[src/rtl/if_id_fetch_buf.sv]
// IF/ID decoupling buffer: pairs each instruction-SRAM response with its PC and
// queues the pair in a small FIFO so a decode stall never drops a fetched instruction.
module if_id_fetch_buf #(
  parameter int DEPTH  = 2,
  parameter int PC_W   = 64,
  parameter int INST_W = 32
) (
  input  logic              clk,
  input  logic              rst_n,
  input  logic [5:0]        stall,
  input  logic              flush,
  input  logic              fetch_en,
  input  logic [PC_W-1:0]   fetch_pc,
  input  logic [INST_W-1:0] inst_sram_rdata,
  output logic              id_valid,
  output logic [PC_W-1:0]   id_pc,
  output logic [INST_W-1:0] id_inst,
  output logic              id_misalign,
  output logic              stallreq_if
);

  localparam int PTR_W = $clog2(DEPTH);
  localparam int CNT_W = $clog2(DEPTH + 1);

  typedef struct packed {
    logic [PC_W-1:0]   pc;
    logic [INST_W-1:0] inst;
    logic              misalign;
  } entry_t;

  entry_t             mem [DEPTH];
  entry_t             head;
  logic               pend_valid;
  logic [PC_W-1:0]    pend_pc;
  logic [PTR_W-1:0]   wr_ptr;
  logic [PTR_W-1:0]   rd_ptr;
  logic [CNT_W-1:0]   count;
  logic [CNT_W:0]     occupancy;
  logic               has_data;
  logic               push;
  logic               pop;
  logic               unused_stall;

  // Only the ID hold bit matters here; the rest of the vector belongs to other stages.
  assign unused_stall = ^{stall[5:2], stall[0]};

  assign has_data = (count != '0);
  assign push     = pend_valid & ~flush;
  assign pop      = id_valid & ~stall[1] & ~flush;

  // NOTE: state registers use non-blocking assignments so every flop samples
  // pre-edge values; blocking here would create order-dependent races.
  always_ff @(posedge clk or negedge rst_n) begin
    if (!rst_n) begin
      pend_valid <= 1'b0;
      count      <= '0;
      wr_ptr     <= '0;
      rd_ptr     <= '0;
    end else begin
      pend_valid <= fetch_en & ~flush;
      if (push) wr_ptr <= wr_ptr + 1'b1;
      // A redirect empties the queue by collapsing the read side onto the write side.
      if (flush) begin
        count  <= '0;
        rd_ptr <= wr_ptr;
      end else begin
        if (pop) rd_ptr <= rd_ptr + 1'b1;
        case ({push, pop})
          2'b10:   count <= count + 1'b1;
          2'b01:   count <= count - 1'b1;
          default: count <= count;
        endcase
      end
    end
  end

  // NOTE: the entry storage and pending PC carry no reset; count/pend_valid
  // gate every read, so their contents are never observed until written.
  always_ff @(posedge clk) begin
    if (fetch_en) pend_pc <= fetch_pc;
    if (push) mem[wr_ptr] <= '{pc:       pend_pc,
                              inst:     inst_sram_rdata,
                              misalign: (pend_pc[1:0] != 2'b00)};
  end

  assign head        = mem[rd_ptr];
  assign id_valid    = has_data & ~flush;
  assign id_pc       = has_data ? head.pc       : '0;
  assign id_inst     = has_data ? head.inst     : '0;
  assign id_misalign = has_data ? head.misalign : 1'b0;

  // Count the in-flight response as occupied so it always has a slot to land in.
  assign occupancy   = {1'b0, count} + {{CNT_W{1'b0}}, pend_valid};
  assign stallreq_if = (occupancy >= (CNT_W + 1)'(DEPTH));

  a_no_overflow: assert property (@(posedge clk) disable iff (!rst_n)
    !(push && (count == CNT_W'(DEPTH))))
    else $error("if_id_fetch_buf: push into full FIFO");

endmodule

[config.mk]
export PLATFORM = sky130hd
export DESIGN_NAME = if_id_fetch_buf
export DESIGN_NICKNAME = d
export VERILOG_FILES = /design/src/rtl/if_id_fetch_buf.sv
export SDC_FILE = /design/constraint.sdc
export NUM_CORES = 1
export LEC_CHECK = 0
export BUFFER_PORTS_ARGS = -buffer_cell sky130_fd_sc_hd__buf_2
export CAP_MARGIN = 20
export CORE_ASPECT_RATIO = 1.75
export CORE_MARGIN = 1.5
export CORE_UTILIZATION = 56
export DETAILED_ROUTE_END_ITERATION = 6
export PLACE_DENSITY = 0.88
export RECOVER_POWER = 100
export SLEW_MARGIN = 30
export SYNTH_ARGS = -nofsm -noshare
export SYNTH_HDL_FRONTEND = slang
export SYNTH_SLANG_ARGS = --single-unit
[constraint.sdc]
create_clock -name clk -period 12.6 [get_ports clk]
set_input_delay 1.89 -clock clk [delete_from_list [all_inputs] [get_ports clk]]
set_output_delay 1.89 -clock clk [all_outputs]
set_load 0.01 [all_outputs]
==> impl_metrics.yaml <==
floorplan:
  io_pins: 205
  initial_core_util_pct: 57.6
  die_h_um: 175
  rows: 62
  coreArea_sq_um: 16500
  die_x_um: 102
  die_area_sq_um: 17800
routing:
  vias: 4886
  first_pass_iters: 4
  drc: 0
  routed_wl_mm: 17.0
  via_per_inst: 5.15
  wire_per_inst_um: 17.9
  drt_iter0_markers: 242
  final_antenna_net_count: 0
global_route:
  grt_max_degree: 78
  grt_pass1_vias: 5151
  gr-total-overflow: 0
  antenna_found_initial: 0
  grt_usage_pct: 18.9
  grt_pass1_wl_mm: 25.7
yosys:
  ys_async_sr_fraction_pct: 1.90
  synth_area_per_cell_sq_um: 19.0
  syn_inst: 501
  yosysTopAreaCell: "edfxtp_1"
  synth_top_family_by_area: "multiplexers"
  synth_common_cells: "258 x edfxtp_1, 100 x nor2_1, 99 x mux2i_1"
  yosysSeqAreaShare_pct: 82.7
  synth_xor_area_share_pct: 0.184
  synth_edf_count: 258
  yosys.cell_count.top_type: "edfxtp_1"
  synth_top_area_share_pct: 81.4
  ys_types: 22
  synth_area_sq_um: 9520
  synthFlopType: "edfxtp_1"
  synth.area.mux_share_pct: 10.4
  yosys_warnings: 0
  synth-simple-area-share_pct: 4.40
  synthAdderAreaFrac_pct: 0
  synth_compound_area_share_pct: 0.499
  yosys-top-cells-area: "edfxtp_1 81%, mux2i_1 10%, nor2_1 3.9%, dfrtp_1 1.3%, buf_4 0.87%"
  ys_ff_latch: 263
  syn-num-nets: 607
setup_path:
  crit_arrival_ns: 5.16
  r2r_cells: 3
  critPathLaunchType: "flip-flop"
  worstSetupEndpointType: "primary output"
  critPathKind: "flip-flop to primary output"
  worstPathRequired_ns: 10.71
  critPathMaxFanout: 77
placed_design:
  place_area_sq_um: 10700
  portBuffers: 199
  dp_cells: 907
  globalplace.congestion: 0.721
  dp_hpwl_mm: 10.8
cts:
  htreeDepth: 1
  cts_resized: 0
  cts_root_buffer: "clkbuf_16"
  clock_latency_ns: 0.50
  post-cts-setup-buffers: 0
  numCtsBuffers: 22
  clock-sinks: 263
  ctsHoldBuffers: 0
  cts_tree: "done"
  cts_buffer_depth: 3
  path_clk_slew_ns: 0.07
timing:
  grt_setup_unrepaired: "false"
  setup_viol: 0
  maxSlewHeadroom_pct: -152
  fin_crit_sh_pct: 55.9
  fmax_mhz: 142
  fin_tns_setup_ns: 0
  worst_pin_slew_ns: 3.77
  hold_viol_final: 0
  drv_slew: 311
  hold_ws_ns: 0.434
  min_period_ns: 7.05
  skew_ns: 0.0157
final_layout:
  synthToLayoutAreaGrowth_pct: 17.9
  nets: 815
  drive_above_1_share_pct: 17.0
  diodes: 0
  fin_area_sq_um: 11200
  final_util_pct: 67.9
  final_cells: 949
power:
  power.leakage_nw: 4.08
  ir_drop_uv: 148
  power_density_nw_per_um2: 180
hold_path:
  hold_depth: 0
  worst_hold_path_type: "flip-flop to flip-flop"
outcome:
  violations: "max-capacitance violations, max-slew violations"
  status: "complete, but fails checks"
run:
  cap_violations: 5
-- stage by stage --
stage | setup slack [ns] | total power [mW]
after global routing | 5.06 | 2.10
after detailed placement | 8.17 | 1.38
final | 5.55 | 2.02
after global placement | 8.31 | 1.37
after CTS | 8.05 | 2.04
after floorplan | 5.92 | 1.32
-- cell usage in the layout, fill, tap and decap left out --
master	instances
a211oi_1	1
a21o_1	1
a21oi_1	2
a41o_1	1
buf_1	1
buf_2	85
buf_6	1
bufinv_16	2
clkbuf_1	122
clkbuf_16	23
clkinv_1	2
clkinv_2	7
clkinvlp_4	3
dfrtp_1	5
edfxtp_1	258
inv_1	2
mux2i_1	99
nand2b_1	1
nor2_1	101
nor2b_1	1
nor3b_1	1
o21ai_0	1
o21bai_1	1
or2_2	2
xnor2_1	1
xor2_1	1
-- path summary, 6_finish.rpt --
| kind | slack (ns) | end | startpoint |
|---|---|---|---|
| min in group asynchronous | 1.23 | count[1] | rst_n |
| worst max-delay path | 5.55 | id_pc[60] | count[0] |
| worst max register to register | 7.75 | mem[1][24] | pend_valid |
| worst min register to register | 0.43 | mem[0][81] | pend_pc[48] |
| worst min-delay path | 0.43 | mem[0][81] | pend_pc[48] |
| max in group asynchronous | 11.15 | wr_ptr | rst_n |
-- sequential cells by signal, indices dropped and copies added (netlist names) --
register    count
count           2
mem           194
pend_pc        64
pend_valid      1
rd_ptr          1
wr_ptr          1
-- cell type report --
class                           count  area [sq um]
Tap cell                          224           280
Clock inverter                     14           125
Timing Repair Buffer              206           887
Sequential cell                   263          7870
Clock buffer                       26           587
Multi-Input combinational cell    214          1470
Fill cell                        1174          5300
Inverter                            2          7.51
-- critical path: stages (launching register included) --
cell,delay (ns)
dfrtp_1,0.45
nor2_1,1.11
clkbuf_1,2.53
nor2_1,0.27
clkbuf_1,0.25
-- cells by family after synthesis --
| family | Yosys count |
|---|---|
| xor gates and xnor gates | 2 |
| DFF | 263 |
| AOI/OAI and AO/OA | 7 |
| muxes | 99 |
| and+or+nand+nor | 106 |
| buffers and inverters | 24 |
-- report_power, final --
group	total [mW]	switching (mW)	leakage, nW	internal [mW]
Sequential	1.08	0.0462	2.45	1.03
Clock	0.661	0.286	0.346	0.376
Combinational	0.283	0.151	1.28	0.132
Total	2.02	0.483	4.08	1.54
-- metal layers --
layer / GRT usage (%) / vias to the layer above / share of wire [%]
met2: 35.0 / 167 / 54
met5: 0 / - / 0
met1: 20.8 / 2379 / 36
met3: 3.46 / 41 / 6.2
li1: - / 2299 / -
met4: 7.87 / 0 / 3.5
Note: power is estimated with default switching activity, not from simulation.
